<file path="src/rtl/cmd_fetch_decode_if.sv">
// cmd_fetch_decode_if: request/clear controls, command buffer read port and decoded-field outputs
interface cmd_fetch_decode_if #(
  parameter int BUFFER_SIZE = 1024,
  parameter int INSTR_W = 8,
  parameter int ARG1_W = 3,
  parameter int ARG2_W = 5
);
  localparam int AW = $clog2(BUFFER_SIZE);
  localparam int CMD_W = INSTR_W + ARG1_W + ARG2_W;
  logic start_get_cmd;
  logic ptr_clr;
  logic [AW:0] cmd_count;
  logic [CMD_W-1:0] command_in;
  logic en_rd_cmd;
  logic [AW-1:0] rd_addr_cmd;
  logic busy;
  logic done_get_cmd;
  logic [INSTR_W-1:0] instr;
  logic [ARG1_W-1:0] arg1;
  logic [ARG2_W-1:0] arg2;
  logic [1:0] error;
  modport master (
    output start_get_cmd, ptr_clr, cmd_count, command_in,
    input en_rd_cmd, rd_addr_cmd, busy, done_get_cmd, instr, arg1, arg2, error
  );
  modport slave (
    input start_get_cmd, ptr_clr, cmd_count, command_in,
    output en_rd_cmd, rd_addr_cmd, busy, done_get_cmd, instr, arg1, arg2, error
  );
endinterface

</file>
<file path="src/rtl/cmd_fetch_decode.sv">
// cmd_fetch_decode: fetches one command word from the command buffer, decodes and validates it
module cmd_fetch_decode #(
  parameter int BUFFER_SIZE = 1024,
  parameter int INSTR_W = 8,
  parameter int ARG1_W = 3,
  parameter int ARG2_W = 5,
  parameter int RD_LATENCY = 1,
  parameter int MAX_STO_ARG2 = 10
) (
  input logic clk,
  input logic rst,
  cmd_fetch_decode_if.slave bus
);
  localparam int AW = $clog2(BUFFER_SIZE);
  localparam int CMD_W = INSTR_W + ARG1_W + ARG2_W;
  localparam logic [1:0] WAIT_LD = 2'(RD_LATENCY > 1 ? RD_LATENCY - 2 : 0);
  typedef enum logic [2:0] {IDLE, REQ, WAIT, DECODE, DONE} state_t;
  state_t state, state_nx;
  logic [1:0] cnt;
  logic [INSTR_W-1:0] op;
  logic [ARG1_W-1:0] a1;
  logic [ARG2_W-1:0] a2;
  logic empty;
  assign op = bus.command_in[CMD_W-1 -: INSTR_W];
  assign a1 = bus.command_in[ARG2_W +: ARG1_W];
  assign a2 = bus.command_in[ARG2_W-1:0];
  assign empty = bus.cmd_count == '0;
  assign bus.en_rd_cmd = state == REQ;
  assign bus.busy = state != IDLE;
  assign bus.done_get_cmd = state == DONE;
  always_comb begin
    state_nx = state;
    case (state)
      IDLE: state_nx = !bus.start_get_cmd ? IDLE : empty ? DONE : REQ;
      REQ: state_nx = RD_LATENCY == 1 ? DECODE : WAIT;
      WAIT: state_nx = cnt == '0 ? DECODE : WAIT;
      DECODE: state_nx = DONE;
      default: state_nx = IDLE;
    endcase
  end
  always_ff @(posedge clk or negedge rst)
    if (!rst) state <= IDLE;
    else state <= state_nx;
  // WAIT lasts RD_LATENCY-1 cycles: loaded on REQ, leaves WAIT when it reads zero
  always_ff @(posedge clk or negedge rst)
    if (!rst) cnt <= '0;
    else if (state == REQ) cnt <= WAIT_LD;
    else if (state == WAIT && cnt != '0) cnt <= cnt - 1'b1;
  always_ff @(posedge clk or negedge rst)
    if (!rst) bus.rd_addr_cmd <= '0;
    else if (bus.ptr_clr) bus.rd_addr_cmd <= '0;
    else if (state == REQ) bus.rd_addr_cmd <= bus.rd_addr_cmd == AW'(BUFFER_SIZE - 1) ? '0 : bus.rd_addr_cmd + 1'b1;
  always_ff @(posedge clk or negedge rst)
    if (!rst) begin
      bus.instr <= '0;
      bus.arg1 <= '0;
      bus.arg2 <= '0;
      bus.error <= '0;
    end else if (state == IDLE && bus.start_get_cmd && empty) bus.error <= 2'd3;
    else if (state == DECODE) begin
      if (op > INSTR_W'(3)) bus.error <= 2'd1;
      else if (op == '0 && a2 > ARG2_W'(MAX_STO_ARG2)) bus.error <= 2'd2;
      else begin
        bus.error <= 2'd0;
        bus.instr <= op;
        bus.arg1 <= op == INSTR_W'(3) ? '0 : a1;
        bus.arg2 <= (op == INSTR_W'(1) || op == INSTR_W'(3)) ? '0 : a2;
      end
    end
endmodule
</file>
<file path="src/flat_wrapper.sv">
// flat-port wrapper written by rule: the top's interface ports become plain ports
module cmd_fetch_decode_flat 
#(
  parameter int BUFFER_SIZE = 1024,
  parameter int INSTR_W = 8,
  parameter int ARG1_W = 3,
  parameter int ARG2_W = 5,
  parameter int RD_LATENCY = 1,
  parameter int MAX_STO_ARG2 = 10
)
  (clk, rst, bus_start_get_cmd, bus_ptr_clr, bus_cmd_count, bus_command_in, bus_en_rd_cmd, bus_rd_addr_cmd, bus_busy, bus_done_get_cmd, bus_instr, bus_arg1, bus_arg2, bus_error);
  cmd_fetch_decode_if #(.BUFFER_SIZE(BUFFER_SIZE), .INSTR_W(INSTR_W), .ARG1_W(ARG1_W), .ARG2_W(ARG2_W)) bus_i ();
  input logic clk;
  input logic rst;
  input wire logic [$bits(bus_i.start_get_cmd)-1:0] bus_start_get_cmd;
  input wire logic [$bits(bus_i.ptr_clr)-1:0] bus_ptr_clr;
  input wire logic [$bits(bus_i.cmd_count)-1:0] bus_cmd_count;
  input wire logic [$bits(bus_i.command_in)-1:0] bus_command_in;
  output wire logic [$bits(bus_i.en_rd_cmd)-1:0] bus_en_rd_cmd;
  output wire logic [$bits(bus_i.rd_addr_cmd)-1:0] bus_rd_addr_cmd;
  output wire logic [$bits(bus_i.busy)-1:0] bus_busy;
  output wire logic [$bits(bus_i.done_get_cmd)-1:0] bus_done_get_cmd;
  output wire logic [$bits(bus_i.instr)-1:0] bus_instr;
  output wire logic [$bits(bus_i.arg1)-1:0] bus_arg1;
  output wire logic [$bits(bus_i.arg2)-1:0] bus_arg2;
  output wire logic [$bits(bus_i.error)-1:0] bus_error;
  assign bus_i.start_get_cmd = bus_start_get_cmd;
  assign bus_i.ptr_clr = bus_ptr_clr;
  assign bus_i.cmd_count = bus_cmd_count;
  assign bus_i.command_in = bus_command_in;
  assign bus_en_rd_cmd = bus_i.en_rd_cmd;
  assign bus_rd_addr_cmd = bus_i.rd_addr_cmd;
  assign bus_busy = bus_i.busy;
  assign bus_done_get_cmd = bus_i.done_get_cmd;
  assign bus_instr = bus_i.instr;
  assign bus_arg1 = bus_i.arg1;
  assign bus_arg2 = bus_i.arg2;
  assign bus_error = bus_i.error;
  cmd_fetch_decode #(.BUFFER_SIZE(BUFFER_SIZE), .INSTR_W(INSTR_W), .ARG1_W(ARG1_W), .ARG2_W(ARG2_W), .RD_LATENCY(RD_LATENCY), .MAX_STO_ARG2(MAX_STO_ARG2)) u_core (.clk(clk), .rst(rst), .bus(bus_i));
endmodule
</file>
<file path="config.mk">
export PLATFORM = sky130hd
export DESIGN_NAME = cmd_fetch_decode_flat
export DESIGN_NICKNAME = d
export VERILOG_FILES = /design/src/rtl/cmd_fetch_decode_if.sv /design/src/rtl/cmd_fetch_decode.sv /design/src/flat_wrapper.sv
export SDC_FILE = /design/constraint.sdc
export NUM_CORES = 1
export LEC_CHECK = 0
export ABC_CLOCK_PERIOD_IN_PS = 2100
export BUFFER_PORTS_ARGS = -buffer_cell sky130_fd_sc_hd__buf_2
export CORE_MARGIN = 3
export CORE_UTILIZATION = 35
export DETAILED_ROUTE_END_ITERATION = 16
export PLACE_DENSITY = 0.6
export SLEW_MARGIN = 20
export SYNTH_ARGS = -nofsm -noshare
export SYNTH_HDL_FRONTEND = slang
export SYNTH_SLANG_ARGS = --single-unit
export TNS_END_PERCENT = 50
</file>
<file path="constraint.sdc">
create_clock -name clk -period 2.1 [get_ports clk]
set_input_delay 0 -clock clk [delete_from_list [all_inputs] [get_ports clk]]
set_output_delay 0 -clock clk [all_outputs]
set_load 0.005 [all_outputs]
</file>
==> After elaboration in Yosys (flattened, before gate mapping) <==
Index checks and enable logic that the tools add are counted.
{ "totals": {"register_bits": 33, "in_bits": 31, "output_inout_bits": 31, "wordCells": 51} }
{ "op_classes": {"addsub": 2, "order_cmp": 2, "eq_ne": 7, "mux": 15, "n_bitwise": 3, "n_reduce_logical": 15} }
{ "op_table": {"columns": ["op", "count"], "rows": [
  ["$mux 10", 3],
  ["$mux 2", 6],
  ["$pmux 3 s4", 1],
  ["$logic_not 11->1", 1],
  ["$add 10x1->10 const B", 1],
  ["$eq 10x10->1 const B", 1],
  ["$mux 3", 3],
  ["$eq 8x1->1 const B", 1],
  ["$eq 8x2->1 const B", 1],
  ["$gt 8x2->1 const B", 1],
  ["$logic_not 8->1", 1],
  ["$reduce_bool 2->1", 4],
  ["$eq 3x2->1 const B", 2],
  ["$gt 5x4->1 const B", 1],
  ["$mux 5", 1],
  ["$logic_and 1x1->1", 4],
  ["$reduce_and 4->1", 1],
  ["$eq 3x1->1 const B", 1],
  ["$eq 3x3->1 const B", 1],
  ["$logic_not 3->1", 1],
  ["$not 1->1", 3],
  ["$reduce_bool 3->1", 1],
  ["$logic_not 2->1", 1],
  ["$sub 2x1->2 const B", 1],
  ["2 further kinds", 2]
]} }

==> Logic depth before layout (Yosys ltp) <==
{ "logic_depth": {"word_depth": 6, "ltp_mapped": 6, "depth_no_buf": 5} }

==> Least setup slack after synthesis <==
No wires, ideal clock.
{ "synth_timing": {"path_kind": "register -> register", "start": "register u_core.state[1]", "end": "register u_core.bus.rd_addr_cmd[9]", "setup_ps": 78, "arrival_ps": 1409, "t_required_ps": 2022, "setup_slack_ps": 613, "path_stages_with_launch": 6, "path_buffers": 1, "period_less_slack_ps": 1487, "path_cell_list": "dfrtp_1 > buf_2 > nor3b_2 > nand2_1 > or4_1 > a21oi_1"} }
{ "synth_between": {"elab_chain_len": 2} }
{ "synth_lines": {"columns": ["item", "line", "rtl"], "rows": [
  ["start: declaration", "cmd_fetch_decode.sv:18", "state_t state, state_nx;"],
  ["start signal: assignment", "cmd_fetch_decode.sv:43", "else state <= state_nx;"],
  ["$eq 3x1->1", "cmd_fetch_decode.sv:52", "else if (state == REQ) bus.rd_addr_cmd <= bus.rd_addr_cmd == AW'(BUFFER_SIZE - 1) ? '0 : bus.rd_addr_cmd + 1'b ..."],
  ["$reduce_bool 2->1 (no line)", null, null],
  ["end signal: assignment", "cmd_fetch_decode.sv:52", null],
  ["end: declaration", "cmd_fetch_decode_if.sv:28", "output en_rd_cmd, rd_addr_cmd, busy, done_get_cmd, instr, arg1, arg2, error"]
]} }
Every way passes these cells.
A chain may end at the register's enable or synchronous reset.

==> Final worst setup path <==
{ "layout_timing": {"start": "input bus_command_in[1]", "end": "register u_core.bus.instr[6]"} }
{ "layout_between": {"elab_chain_len": 4} }
{ "layout_lines": {"columns": ["item", "line", "rtl"], "rows": [
  ["start: declaration", "flat_wrapper.sv:18", "input wire logic [$bits(bus_i.command_in)-1:0] bus_command_in;"],
  ["$gt 5x4->1", "cmd_fetch_decode.sv:62", "else if (op == '0 && a2 > ARG2_W'(MAX_STO_ARG2)) bus.error <= 2'd2;"],
  ["$logic_and 1x1->1", "cmd_fetch_decode.sv:62", null],
  ["$not 1->1 (no line)", null, null],
  ["$reduce_and 4->1 (no line)", null, null],
  ["end signal: assignment", "cmd_fetch_decode.sv:65", "bus.instr <= op;"],
  ["end: declaration", "cmd_fetch_decode_if.sv:28", null]
]} }
Every way passes these cells.

==> flow_results.xml <==
<?xml version="1.0" encoding="UTF-8"?>
<metrics>
  <group name="timing">
    <metric name="tightest_slew" unit="ns">0.737</metric>
    <metric name="relSlewSlack" unit="%">50.8</metric>
    <metric name="period_share" unit="%">85.0</metric>
    <metric name="timing.final.ws_setup" unit="ns">0.316</metric>
    <metric name="fin_setup_tns" unit="ns">0</metric>
    <metric name="fmax" unit="GHz">0.560</metric>
    <metric name="fin_skew" unit="ns">0.00575</metric>
    <metric name="hold_viol" unit="">0</metric>
    <metric name="finalMaxSlewViolations" unit="">0</metric>
    <metric name="setup_repair_after_global_routing_missed_its_margin" unit="">false</metric>
    <metric name="period_needed" unit="ns">1.78</metric>
    <metric name="final_setup_vio_count" unit="">0</metric>
    <metric name="timing.hold.ws" unit="ns">0.00954</metric>
  </group>
  <group name="critical_path">
    <metric name="crit_type" unit="">in -&gt; reg</metric>
    <metric name="critPathMaxFanout" unit="">10</metric>
    <metric name="crit_required" unit="ns">2.28</metric>
    <metric name="kind_of_capture_point_of_the_worst_setup_path" unit="">flip-flop</metric>
    <metric name="cp-start-kind" unit="">input pin</metric>
    <metric name="worstPathArrival" unit="ns">1.96</metric>
  </group>
  <group name="run">
    <metric name="cap_viol_max_count" unit="">0</metric>
  </group>
  <group name="die">
    <metric name="start_util" unit="%">36.8</metric>
    <metric name="fp.dieW" unit="um">74.4</metric>
    <metric name="ios" unit="">62</metric>
    <metric name="core_area" unit="um2">4440</metric>
    <metric name="fp-row-count" unit="">24</metric>
    <metric name="floorplan.die.height" unit="um">74.4</metric>
    <metric name="die-area" unit="um2">5530</metric>
  </group>
  <group name="min_path">
    <metric name="min-delay-path-class" unit="">in -&gt; reg</metric>
  </group>
  <group name="power_and_ir_drop">
    <metric name="power.share.clock" unit="%">27.1</metric>
    <metric name="p_seq_share" unit="%">44.5</metric>
    <metric name="switching_power_of_the_nets" unit="mW">0.595</metric>
    <metric name="combinationalPowerShare" unit="%">28.4</metric>
    <metric name="leakage_dissipation" unit="nW">1.10</metric>
    <metric name="switching_share" unit="%">33.1</metric>
    <metric name="power_per_cell_area" unit="nW/um2">822</metric>
    <metric name="internal_power" unit="mW">1.20</metric>
    <metric name="vdd_ir_drop_max" unit="mV">0.493</metric>
  </group>
  <group name="placed_design">
    <metric name="numPlacedInstances" unit="">264</metric>
    <metric name="cell_area_after_placement" unit="um2">2000</metric>
    <metric name="hpwl" unit="um">2620</metric>
    <metric name="place_worst_setup_slack" unit="ns">0.321</metric>
    <metric name="replace_congestion" unit="">0.749</metric>
    <metric name="buffers_added_on_ports" unit="">61</metric>
  </group>
  <group name="detailed_routing">
    <metric name="wl_per_cell" unit="um">13.0</metric>
    <metric name="drt_wl_total" unit="um">3660</metric>
    <metric name="detailedRoute.firstIterationViolations" unit="">83</metric>
    <metric name="vias_per_cell" unit="">4.97</metric>
    <metric name="drt-pass1-iter-count" unit="">6</metric>
    <metric name="detailroute.via_count" unit="">1401</metric>
    <metric name="route.detailed.drc" unit="">0</metric>
    <metric name="drt.antenna.violating_nets" unit="">0</metric>
  </group>
  <group name="global_routing">
    <metric name="grt_start_max_net_pins" unit="">34</metric>
    <metric name="wire_length_of_the_first_global_routing_pass" unit="um">6430</metric>
    <metric name="grt_overflow" unit="">0</metric>
    <metric name="antenna_found_initial" unit="">0</metric>
    <metric name="number_of_global_route_vias_before_repair" unit="">1367</metric>
    <metric name="grt_util_all_layers" unit="%">15.1</metric>
  </group>
  <group name="logic_synthesis">
    <metric name="yosysMostFrequentCell" unit="">sky130_fd_sc_hd__dfrtp_1</metric>
    <metric name="synthCells" unit="">154</metric>
    <metric name="synth-main-ff-cell" unit="">sky130_fd_sc_hd__dfrtp_1</metric>
    <metric name="synth_edf_count" unit="">0</metric>
    <metric name="ys_warn_count" unit="">0</metric>
    <metric name="ys_top_cells_by_count" unit="">sky130_fd_sc_hd__dfrtp_1, sky130_fd_sc_hd__inv_1, sky130_fd_sc_hd__nand2_1, sky130_fd_sc_hd__nor2_1, sky130_fd_sc_hd__mux2i_1</metric>
    <metric name="ys_ff_latch" unit="">33</metric>
    <metric name="yosysSeqAreaShare" unit="%">50.5</metric>
    <metric name="synth.distinct_cells" unit="">43</metric>
    <metric name="post_synth_instance_area" unit="um2">1640</metric>
    <metric name="synthesis.area_per_instance" unit="um2">10.6</metric>
    <metric name="yosysTopAreaCell" unit="">sky130_fd_sc_hd__dfrtp_1</metric>
    <metric name="synth.top_cell.area_share" unit="%">50.5</metric>
    <metric name="async_reset_ff_share" unit="%">100</metric>
    <metric name="synth_area_leaders" unit="">sky130_fd_sc_hd__dfrtp_1, sky130_fd_sc_hd__mux2i_1, sky130_fd_sc_hd__xor2_1</metric>
    <metric name="postSynthNetCount" unit="">187</metric>
  </group>
  <group name="clock_network">
    <metric name="htree_num_levels" unit="">2</metric>
    <metric name="cts.clk_slew.worst_paths" unit="ns">0.07</metric>
    <metric name="cts_tree" unit="">built</metric>
    <metric name="root_buffer" unit="">sky130_fd_sc_hd__clkbuf_8</metric>
    <metric name="insertion_delay" unit="ns">0.28</metric>
    <metric name="cts_setup_buffers" unit="">0</metric>
    <metric name="tritoncts.num_buffers" unit="">5</metric>
    <metric name="clock_path_buffers" unit="">2</metric>
    <metric name="sink_count_of_the_clock_tree" unit="">33</metric>
  </group>
  <group name="layout">
    <metric name="area.growth.synth_to_final" unit="%">33.8</metric>
    <metric name="final_nets" unit="">262</metric>
    <metric name="layout.cell_area.non_filler" unit="um2">2190</metric>
    <metric name="final_layout_size_suffix_gt1_share" unit="%">35.2</metric>
    <metric name="final_cells" unit="">282</metric>
    <metric name="final-seq-area" unit="um2">826</metric>
    <metric name="n_antenna_cell" unit="">0</metric>
    <metric name="multi_input_comb_area" unit="um2">731</metric>
    <metric name="final.fill_count" unit="">429</metric>
  </group>
  <group name="run_status">
    <metric name="status" unit="">finished, final reports clean</metric>
  </group>
</metrics>
-- worst max-delay path, stage by stage --
cell and delay [ns]:
sky130_fd_sc_hd__dlygate4sd3_1 0.55, sky130_fd_sc_hd__buf_2 0.13, sky130_fd_sc_hd__a21o_1 0.15, sky130_fd_sc_hd__a21o_1 0.21, sky130_fd_sc_hd__a211oi_4 0.45, sky130_fd_sc_hd__buf_4 0.26, sky130_fd_sc_hd__and2b_1 0.20
-- path summary, 6_finish.rpt --
path / from / end / slack, ns / cells past startpoint
worst max register to register: u_core.state[0] / u_core.bus.instr[6] / 0.32 / 4
worst max-delay path: bus_command_in[1] / u_core.bus.instr[6] / 0.32 / 7
max in group asynchronous: rst / u_core.state[1] / 1.31 / 2
min in group asynchronous: rst / u_core.bus.instr[4] / 0.30 / 2
worst min register to register: u_core.bus.instr[7] / u_core.bus.instr[7] / 0.49 / 1
worst min-delay path: bus_start_get_cmd / u_core.state[0] / 0.01 / 3
-- per-stage QoR --
step / util (%) / total power, mW
floorplan: - / 1.10
global placement: 45.0 / 1.31
detailed placement: 45.0 / 1.31
CTS: 49.3 / 1.82
global route: 49.3 / 1.93
finish: 49.3 / 1.80
-- cell type report --
class                      instances  area share [%]
inverter                          11            1.89
timing repair buffer              75            19.9
sequential                        33            37.7
multi-input combinational        103            33.4
tap                               52            2.97
clock buffer                       5            3.14
clock inverter                     3            1.03
-- what timing repair did --
action	4_1_cts	5_1_grt
gates resized for setup	0	0
hold buffers	10	0
endpoints found under the hold margin	42	0
-- logic make-up after synthesis --
family                   share of synthesized area [%]
flip-flops                                        50.5
multiplexers                                      6.27
AND/OR/NAND/NOR                                   20.8
AO/OA/AOI/OAI                                     12.8
XOR/XNOR                                          3.21
buffers and inverters                             4.89
adder cells (fa/ha/maj)                           1.53
-- routing by layer --
metal,share of wire [%],global-route usage [%],vias to the layer above
li1,-,-,686
met1,46,19.5,661
met2,47,24.7,48
met3,5.1,2.97,6
met4,1.8,6.52,0
met5,0,0,-
-- sequential cells by signal (all words and copies together), names as in the netlist --
register / count
u_core.bus.arg1: 3
u_core.bus.arg2: 5
u_core.bus.rd_addr_cmd: 10
u_core.cnt: 2
u_core.state: 3
u_core.bus.error: 2
u_core.bus.instr: 8
-- layout by cell type, fill, tap and decap left out, types with 2 or more instances in the layout --
master	Yosys	routed
sky130_fd_sc_hd__dfrtp_1	33	33
sky130_fd_sc_hd__or3_1	2	2
sky130_fd_sc_hd__o2111ai_1	2	2
sky130_fd_sc_hd__a21oi_1	6	6
sky130_fd_sc_hd__dlygate4sd3_1	0	10
sky130_fd_sc_hd__a22o_1	2	2
sky130_fd_sc_hd__nand4_1	2	2
sky130_fd_sc_hd__nand3b_1	4	4
sky130_fd_sc_hd__buf_4	0	4
sky130_fd_sc_hd__nor4_1	3	3
sky130_fd_sc_hd__and2b_1	4	4
sky130_fd_sc_hd__o22a_1	2	2
sky130_fd_sc_hd__and3_1	2	2
sky130_fd_sc_hd__xor2_1	6	6
sky130_fd_sc_hd__buf_2	4	61
sky130_fd_sc_hd__ha_1	2	2
sky130_fd_sc_hd__clkinvlp_4	0	3
sky130_fd_sc_hd__nor2_1	9	9
sky130_fd_sc_hd__nand2b_1	2	2
sky130_fd_sc_hd__a21o_1	3	3
sky130_fd_sc_hd__clkbuf_8	0	5
sky130_fd_sc_hd__and2_1	2	2
sky130_fd_sc_hd__o21ai_0	5	5
sky130_fd_sc_hd__nor2b_1	3	3
sky130_fd_sc_hd__mux2_2	2	2
sky130_fd_sc_hd__mux2i_1	8	8
sky130_fd_sc_hd__nand2_1	11	11
sky130_fd_sc_hd__inv_1	11	11
sky130_fd_sc_hd__nand3_1	5	5
-- power groups by stage --
stage	Sequential (mW)	Clock, mW	Combinational (mW)
6_report	0.801	0.487	0.511
5_1_grt	0.814	0.529	0.584
2_1_floorplan	0.787	0	0.314
4_1_cts	0.801	0.502	0.519
3_5_place_dp	0.812	0	0.501
3_3_place_gp	0.812	0	0.499
Power figures use the tool's default switching activity.
